--- src/rtl/gpnae_batch_sched.sv ---
// ============================================================================
// gpnae_batch_sched : batch FIFO + scheduler feeding a single activation engine
// Rev 1.0
// ============================================================================
`default_nettype none

module gpnae_batch_sched #(
   parameter int DATA_WIDTH    = 32,
   parameter int ADDR_LINES    = 5,
   parameter int CONTROL_WIDTH = 2
) (
   input  logic                     clk_i,
   input  logic                     rstn_i,
   input  logic [DATA_WIDTH-1:0]    signal_i,
   input  logic                     wr_en_i,
   input  logic                     last_i,
   input  logic [CONTROL_WIDTH-1:0] control_word_i,
   input  logic [ADDR_LINES-1:0]    terms_i,
   output logic                     full_o,
   output logic                     empty_o,
   output logic                     idle_o,
   output logic [ADDR_LINES:0]      count_o,
   output logic [DATA_WIDTH-1:0]    eng_data_o,
   output logic [CONTROL_WIDTH-1:0] eng_mode_o,
   output logic [ADDR_LINES-1:0]    eng_terms_o,
   output logic                     eng_valid_o,
   input  logic                     eng_ready_i,
   input  logic [DATA_WIDTH-1:0]    eng_result_i,
   input  logic                     eng_done_i,
   output logic [DATA_WIDTH-1:0]    final_result_o,
   output logic                     done_o,
   output logic                     batch_done_o,
   output logic                     err_o
);

   localparam int DEPTH = 2**ADDR_LINES;
   localparam logic [ADDR_LINES-1:0]    PTR_ONE     = {{(ADDR_LINES-1){1'b0}}, 1'b1};
   localparam logic [ADDR_LINES:0]      CNT_ONE     = {{ADDR_LINES{1'b0}}, 1'b1};
   localparam logic [CONTROL_WIDTH-1:0] MODE_BYPASS = '0;

   typedef enum logic [1:0] {
      S_IDLE  = 2'd0,
      S_FILL  = 2'd1,
      S_ISSUE = 2'd2,
      S_WAIT  = 2'd3
   } state_t;

   state_t                     state, state_nx;
   logic [DATA_WIDTH-1:0]      mem [0:DEPTH-1];
   logic [ADDR_LINES-1:0]      wr_ptr, rd_ptr;
   logic [ADDR_LINES:0]        count;
   logic [CONTROL_WIDTH-1:0]   mode_q;
   logic [ADDR_LINES-1:0]      terms_q;
   logic                       full, empty;
   logic                       push, pop, latch, err_set, done_set, bd_set, res_from_eng;

   // Occupancy never exceeds DEPTH, so the MSB alone flags full.
   assign full  = count[ADDR_LINES];
   assign empty = (count == '0);

   always_ff @(posedge clk_i or negedge rstn_i) begin
      if (!rstn_i) state <= S_IDLE;
      else         state <= state_nx;
   end

   always_comb begin
      state_nx     = state;
      push         = 1'b0;
      pop          = 1'b0;
      latch        = 1'b0;
      err_set      = 1'b0;
      done_set     = 1'b0;
      bd_set       = 1'b0;
      res_from_eng = 1'b0;
      if (eng_done_i && state != S_WAIT) err_set = 1'b1;
      case (state)
         S_IDLE: begin
            if (wr_en_i) begin
               latch    = 1'b1;
               push     = !full;
               err_set  = err_set | full;
               state_nx = last_i ? S_ISSUE : S_FILL;
            end
         end
         S_FILL: begin
            if (wr_en_i) begin
               push    = !full;
               err_set = err_set | full;
               if (last_i) state_nx = S_ISSUE;
            end
         end
         S_ISSUE: begin
            if (wr_en_i) err_set = 1'b1;
            if (empty) begin
               bd_set   = 1'b1;
               state_nx = S_IDLE;
            end else if (mode_q == MODE_BYPASS) begin
               pop      = 1'b1;
               done_set = 1'b1;
               if (count == CNT_ONE) begin
                  bd_set   = 1'b1;
                  state_nx = S_IDLE;
               end
            end else if (eng_ready_i) begin
               pop      = 1'b1;
               state_nx = S_WAIT;
            end
         end
         S_WAIT: begin
            if (wr_en_i) err_set = 1'b1;
            if (eng_done_i) begin
               done_set     = 1'b1;
               res_from_eng = 1'b1;
               bd_set       = empty;
               state_nx     = empty ? S_IDLE : S_ISSUE;
            end
         end
         default: state_nx = S_IDLE;
      endcase
   end

   always_ff @(posedge clk_i) begin
      if (push) mem[wr_ptr] <= signal_i;
   end

   always_ff @(posedge clk_i or negedge rstn_i) begin
      if (!rstn_i) begin
         wr_ptr         <= '0;
         rd_ptr         <= '0;
         count          <= '0;
         mode_q         <= '0;
         terms_q        <= '0;
         final_result_o <= '0;
         done_o         <= 1'b0;
         batch_done_o   <= 1'b0;
         err_o          <= 1'b0;
      end else begin
         if (push) wr_ptr <= wr_ptr + PTR_ONE;
         if (pop)  rd_ptr <= rd_ptr + PTR_ONE;
         if (push && !pop)      count <= count + CNT_ONE;
         else if (pop && !push) count <= count - CNT_ONE;
         if (latch) begin
            mode_q  <= control_word_i;
            terms_q <= terms_i;
         end
         if (done_set) final_result_o <= res_from_eng ? eng_result_i : mem[rd_ptr];
         done_o       <= done_set;
         batch_done_o <= bd_set;
         if (err_set) err_o <= 1'b1;
      end
   end

   assign full_o      = full;
   assign empty_o     = empty;
   assign idle_o      = (state == S_IDLE);
   assign count_o     = count;
   assign eng_data_o  = mem[rd_ptr];
   assign eng_mode_o  = mode_q;
   assign eng_terms_o = terms_q;
   assign eng_valid_o = (state == S_ISSUE) && (mode_q != MODE_BYPASS) && !empty;

endmodule

`default_nettype wire

--- config.mk ---
export PLATFORM = sky130hd
export DESIGN_NAME = gpnae_batch_sched
export DESIGN_NICKNAME = d
export VERILOG_FILES = /design/src/rtl/gpnae_batch_sched.sv
export SDC_FILE = /design/constraint.sdc
export NUM_CORES = 1
export LEC_CHECK = 0
export BUFFER_PORTS_ARGS = -buffer_cell sky130_fd_sc_hd__buf_2
export CORE_MARGIN = 5
export CORE_UTILIZATION = 45
export DETAILED_ROUTE_END_ITERATION = 10
export SLEW_MARGIN = 15
export SYNTH_ARGS = -nofsm -noshare
export SYNTH_HDL_FRONTEND = slang
export SYNTH_SLANG_ARGS = --single-unit
--- constraint.sdc ---
create_clock -name clk_i -period 4.9 [get_ports clk_i]
set_input_delay 0.98 -clock clk_i [delete_from_list [all_inputs] [get_ports clk_i]]
set_output_delay 0.98 -clock clk_i [all_outputs]
set_load 0.01 [all_outputs]
==> results.toml, run 1 <==
[grt]
grt_use_total_pct = 22.3
grt_pass1_vias = 22500
grt-ovfl-total = 0
grt_pass1_wl_um = 160000
antenna_found_initial = 3
grt_max_degree = 78

[final_layout]
final_cells = 3719
multi_input_area_sq_um = 9680
drive_gt1_share_pct = 30.8
design_area_sq_um = 48700
fin_util_pct = 52.2
seqCellArea_sq_um = 32300
area_delta_synth_final_pct = 15.4
fillCellCount = 7392
nets = 2461

[routing]
met3_length_um = 10300
num_vias = 22100
antenna_left = 0
wire_per_inst_um = 30.1
totalWireLength_um = 112000
dr_wl_met2_um = 52800
drt_first_iter_violations = 2563
via_per_inst = 5.95
top_layer_used = "met5"
drt-pass1-iter-count = 8
m1WireLength_um = 46700
drc = 0

[clocking]
cts_setup_buffers = 0
cts-root-buf = "clkbuf_16"
numCtsBuffers = 110
htree_levels = 3
clk_pin_slew_ns = 0.06
cts_tree = "built"
cts_resized = 0
holdBufCountCts = 0
clk_latency_ns = 0.69
clk_path_buf_depth = 3
cts_sinks = 1084

[synthesis]
synthFlopType = "edfxtp_1"
netlist_top_cells_count = "edfxtp_1 (1024), mux2_2 (167), mux4_2 (132)"
synth_edf_count = 1024
yosysTopAreaCell = "edfxtp_1"
synth_most_common_cell = "edfxtp_1"
ys_ff_latch = 1084
synthTopCellsByArea = "edfxtp_1 (73%), mux4_2 (7.0%), mux2_2 (4.5%), dfrtp_1 (3.6%), mux2i_1 (2.3%)"
synth_seq_area_share_pct = 76.3
syn_avg_cell_area_sq_um = 19.7
synth_cells = 2149
synthArstFlopShare_pct = 5.54
syn-num-nets = 2235
synth.distinct_cells = 48
yosysTopAreaCellShare_pct = 72.8
syn_area_sq_um = 42300
synth_warnings = 0

[placed_design]
hpwl_um = 62500
io_buffers = 160
post_dp_cell_area_sq_um = 45200
place_congestion = 0.780
dp_cells = 3516

[sta]
timing.final.crit_period_ns = 4.60
max_freq_ghz = 0.217
slew_violations = 0
tightest_slew_ns = 1.13
fin_setup_tns_ns = 0
setup_viol = 0
relSlewSlack_pct = 24.7
finalHoldViolations = 0
rsz0062_at_grt = "false"
skew_ns = 0.0234
finalCritPeriodShare_pct = 93.9

[setup_path]
critPathCaptureType = "output port"
crit_arrival_ns = 3.62
crit_required_ns = 3.92
rr_startpoint = "state[1]$_DFFE_PN0P_"
r2r_slack_ns = 1.79
worstSetupPathType = "flop to output port"
setup.worst_path.start_class = "flop"
critPathMaxFanout = 31
cp-startpoint = "rd_ptr[1]$_DFFE_PN0P_"

[floorplanning]
io-pin-count = 161
dieHeight_um = 316
die_w_um = 316
core_area_sq_um = 93300
die_area_sq_um = 100000
num_rows = 112
start_util_pct = 45.3

[worst_hold_path]
hold_class = "input port to asynchronous set/reset pin"

[pwr]
p_int_uw = 18700
p_seq_share_pct = 40.2
powerDensity_nw_per_um2 = 563
p_total_uw = 27500
peakVddDrop_uv = 499
power_switching_uw = 8760
leakagePower_uw = 0.0164
pwr-share-comb_pct = 29.9
p_clk_share_pct = 29.9
swShare_pct = 31.9

[run_status]
status = "complete, no violations"

[flow_run]
drv_cap = 0
==> layout make-up <==
class	count	share of cell area, %
clock inverter	66	1.35
antenna	1	0.00513
clock buffer	135	5.90
tap	1254	3.22
multi-input combinational	935	19.9
sequential	1084	66.2
timing repair buffer	238	3.43
inverter	6	0.0462
==> final timing paths <==
path                                                       to  depth (start not counted)
worst max register to register           mem[5][31]$_DFFE_PP_                          5
worst max-delay path                           eng_data_o[13]                          7
worst min-delay path            final_result_o[2]$_DFFE_PN0P_                          1
worst min register to register              err_o$_DFFE_PN0P_                          1
min in group clk_i                          err_o$_DFFE_PN0P_                          1
max in group asynchronous               rd_ptr[0]$_DFFE_PN0P_                          1
==> state kept, by name, indices dropped and copies added, names as in the netlist <==
register        cells
mem              1024
final_result_o     32
count_o             6
eng_terms_o         5
rd_ptr              5
wr_ptr              5
eng_mode_o          2
state               2
batch_done_o        1
done_o              1
err_o               1
==> cell families after synthesis <==
| group | share of synthesized area, % |
|---|---|
| DFF | 76.3 |
| and+or+nand+nor | 2.55 |
| AOI/OAI and AO/OA | 4.41 |
| xor gates and xnor gates | 0.269 |
| adders and majority gates | 0.266 |
| muxes | 14.7 |
| buffers and inverters | 1.46 |
==> worst max-delay path, stage by stage, from the launching register on <==
cell and delay, ns:
dfrtp_4 0.69, buf_4 0.57, nor3_2 0.12, buf_4 0.31, a222oi_1 0.56, o2111ai_1 0.20
o21a_1 0.28, buf_2 0.16
==> layer usage <==
metal / up-vias / GRT usage (%)
li1: 9240 / -
met1: 11700 / 31.9
met2: 1052 / 35.3
met3: 152 / 5.35
met4: 2 / 5.00
met5: - / 0
==> cells in the final DEF, fill, tap and decap left out, drive strengths merged, types with 3 or more instances in the layout <==
| cell | n |
|---|---|
| nor2 | 72 |
| bufinv | 11 |
| buf | 238 |
| xnor2 | 8 |
| ha | 9 |
| nor2b | 4 |
| edfxtp | 1024 |
| a21oi | 7 |
| a222oi | 31 |
| a21o | 33 |
| nand4 | 5 |
| nor3 | 4 |
| mux2 | 197 |
| clkinv | 49 |
| mux2i | 95 |
| xor2 | 5 |
| a22oi | 32 |
| mux4 | 132 |
| o21ai | 37 |
| o2111ai | 31 |
| clkinvlp | 3 |
| nand2 | 109 |
| dfrtp | 60 |
| nand2b | 6 |
| o21a | 33 |
| nand3 | 34 |
| a221oi | 31 |
| inv | 9 |
| clkbuf | 135 |
==> power by group through the flow <==
stage / registers (uW) / logic [uW] / clock network (uW)
6_report: 11000 / 8210 / 8220
3_3_place_gp: 11200 / 8150 / 0
4_1_cts: 11000 / 8230 / 8350
5_1_grt: 11100 / 8700 / 8760
2_1_floorplan: 11000 / 5250 / 0
3_5_place_dp: 11200 / 8200 / 0
==> stage by stage <==
stage	hold WS (ns)	setup WS (ns)
3_5_place_dp	0.449	1.04
3_3_place_gp	0.444	1.06
5_1_grt	0.458	0.208
6_report	0.403	0.296
2_1_floorplan	0.504	1.40
4_1_cts	0.403	0.280
Note: power is estimated with default switching activity, not from simulation.
==> inputs of run 2 (changes only) <==
--- a/config.mk
+++ b/config.mk
@@ -9,6 +9,7 @@
 export CORE_MARGIN = 5
 export CORE_UTILIZATION = 45
 export DETAILED_ROUTE_END_ITERATION = 10
+export GPL_TIMING_DRIVEN = 0
 export SLEW_MARGIN = 15
 export SYNTH_ARGS = -nofsm -noshare
 export SYNTH_HDL_FRONTEND = slang
==> constraint.sdc (replaced) <==
create_clock -name clk_i -period 4.9 [get_ports clk_i]
set_input_delay 0.98 -clock clk_i [delete_from_list [all_inputs] [get_ports clk_i]]
set_output_delay 0.98 -clock clk_i [all_outputs]
set_load 0.02 [all_outputs]
==> results.toml, run 2 (synthesis gave the netlist of run 1 again) <==
[run_status]
status = "complete, no violations"

[sta]
timing.final.crit_period_ns = 4.70
skew_ns = 0.0302
relSlewSlack_pct = 24.0
setup_viol = 0
holdWs_ns = 0.121
finalCritPeriodShare_pct = 96.0
max_freq_ghz = 0.213
rsz0062_at_grt = "false"
tightest_slew_ns = 1.14
slew_violations = 0
finalHoldViolations = 0
fin_setup_tns_ns = 0

[grt]
grt-ovfl-total = 0
grt_pass1_vias = 22500
grt_max_degree = 53
grt_pass1_wl_um = 153000
antenna_found_initial = 3
grt_use_total_pct = 21.0

[floorplanning]
dieHeight_um = 316
die_area_sq_um = 100000
num_rows = 112
start_util_pct = 45.3
io-pin-count = 161
die_w_um = 316
core_area_sq_um = 93300

[clocking]
clk_path_buf_depth = 3
htree_levels = 3
cts_tree = "built"
cts_sinks = 1084
cts_setup_buffers = 0
clk_pin_slew_ns = 0.06
cts-root-buf = "clkbuf_16"
numCtsBuffers = 111
clk_latency_ns = 0.69

[final_layout]
drive_gt1_share_pct = 30.1
largest_register_ffs = 1024
area_delta_synth_final_pct = 16.8
final_common_cell = "edfxtp_1"
nets = 2546
fin_util_pct = 52.9
top_register = "mem"
final_cell_mix = "edfxtp_1 (1024), buf_2 (202), mux2_2 (167)"
antenna_cells = 0
final_cells = 3808

[setup_path]
worst_r2r_path_depth = 6
setup.worst_path.start_class = "flop"
crit_arrival_ns = 3.72
r2r_slack_ns = 1.63
worstSetupPathType = "flop to output port"
critPathMaxFanout = 10
critPathCaptureType = "output port"
rr_startpoint = "state[1]$_DFFE_PN0P_"
reg2reg_to = "mem[0][18]$_DFFE_PP_"
crit_required_ns = 3.92

[placed_design]
dp_cells = 3601
place_congestion = 0.817
io_buffers = 160
hpwl_um = 71400

[pwr]
power_switching_uw = 9520
peakVddDrop_uv = 503
p_total_uw = 28200
p_clk_share_pct = 29.0
leakagePower_uw = 0.0166
p_int_uw = 18700
pwr-share-comb_pct = 32.7
swShare_pct = 33.7
powerDensity_nw_per_um2 = 572
p_seq_share_pct = 38.3

[worst_hold_path]
hold_class = "input port to asynchronous set/reset pin"

[routing]
met3_length_um = 8520
totalWireLength_um = 106000
wire_per_inst_um = 27.8
top_layer_used = "met4"
m1WireLength_um = 43800
num_vias = 22000
drt_first_iter_violations = 2204
dr_wl_met2_um = 50900
drt-pass1-iter-count = 7
drc = 0
via_per_inst = 5.77
antenna_left = 0

[flow_run]
drv_cap = 0
## run 2: area by class of cell
type	count	area (sq um)
multi-input combinational	935	9630
fill	7340	44000
sequential	1084	32300
timing repair buffer	198	1730
inverter	6	22.5
clock buffer	141	3000
clock inverter	66	544
tap	1254	1570
buffer	124	597
## run 2: worst max-delay path by stage
stage                          startpoint                    to  slack [ns]
CTS                 rd_ptr[0]$_DFFE_PN0P_         eng_data_o[0]        0.11
floorplan                         wr_en_i  mem[31][0]$_DFFE_PP_        1.40
finish              rd_ptr[0]$_DFFE_PN0P_         eng_data_o[0]        0.20
global route        rd_ptr[0]$_DFFE_PN0P_         eng_data_o[0]        0.03
global placement                  wr_en_i  mem[1][21]$_DFFE_PP_       -0.82
detailed placement  rd_ptr[0]$_DFFE_PN0P_        eng_data_o[15]        0.78
## run 2: power groups by stage
stage / clock (uW) / combinational, uW / sequential [uW]
floorplan: 0 / 5490 / 11200
global placement: 0 / 9030 / 11000
detailed placement: 0 / 9280 / 11000
CTS: 8320 / 9320 / 10800
global route: 8690 / 9790 / 10900
finish: 8190 / 9240 / 10800
## run 2: critical path, cell delays in order (launching register included)
cell and delay, ns:
dfrtp_1 0.40, buf_6 0.16, buf_6 0.16, nor3_1 0.60
clkbuf_1 0.72, a222oi_1 0.19, o2111ai_1 0.23, o21a_1 0.33
buf_2 0.23
## run 2: metrics by stage
step / setup slack, ns / cell area (sq um)
floorplan: 1.40 / 42300
global placement: -0.819 / 44600
detailed placement: 0.780 / 45800
CTS: 0.111 / 49300
global route: 0.0300 / 49300
finish: 0.197 / 49300
## run 2: per-layer routing
layer / vias up / global-route usage [%]
met2: 837 / 34.1
li1: 9393 / -
met3: 143 / 4.71
met5: - / 0
met1: 11600 / 29.0
met4: 0 / 5.91
## run 2: what timing repair did
item / CTS / global route
hold buffers: 0 / 0
endpoints found under the setup margin: 1 / 1
resized for setup: 1 / 2
gates cloned: 0 / 0
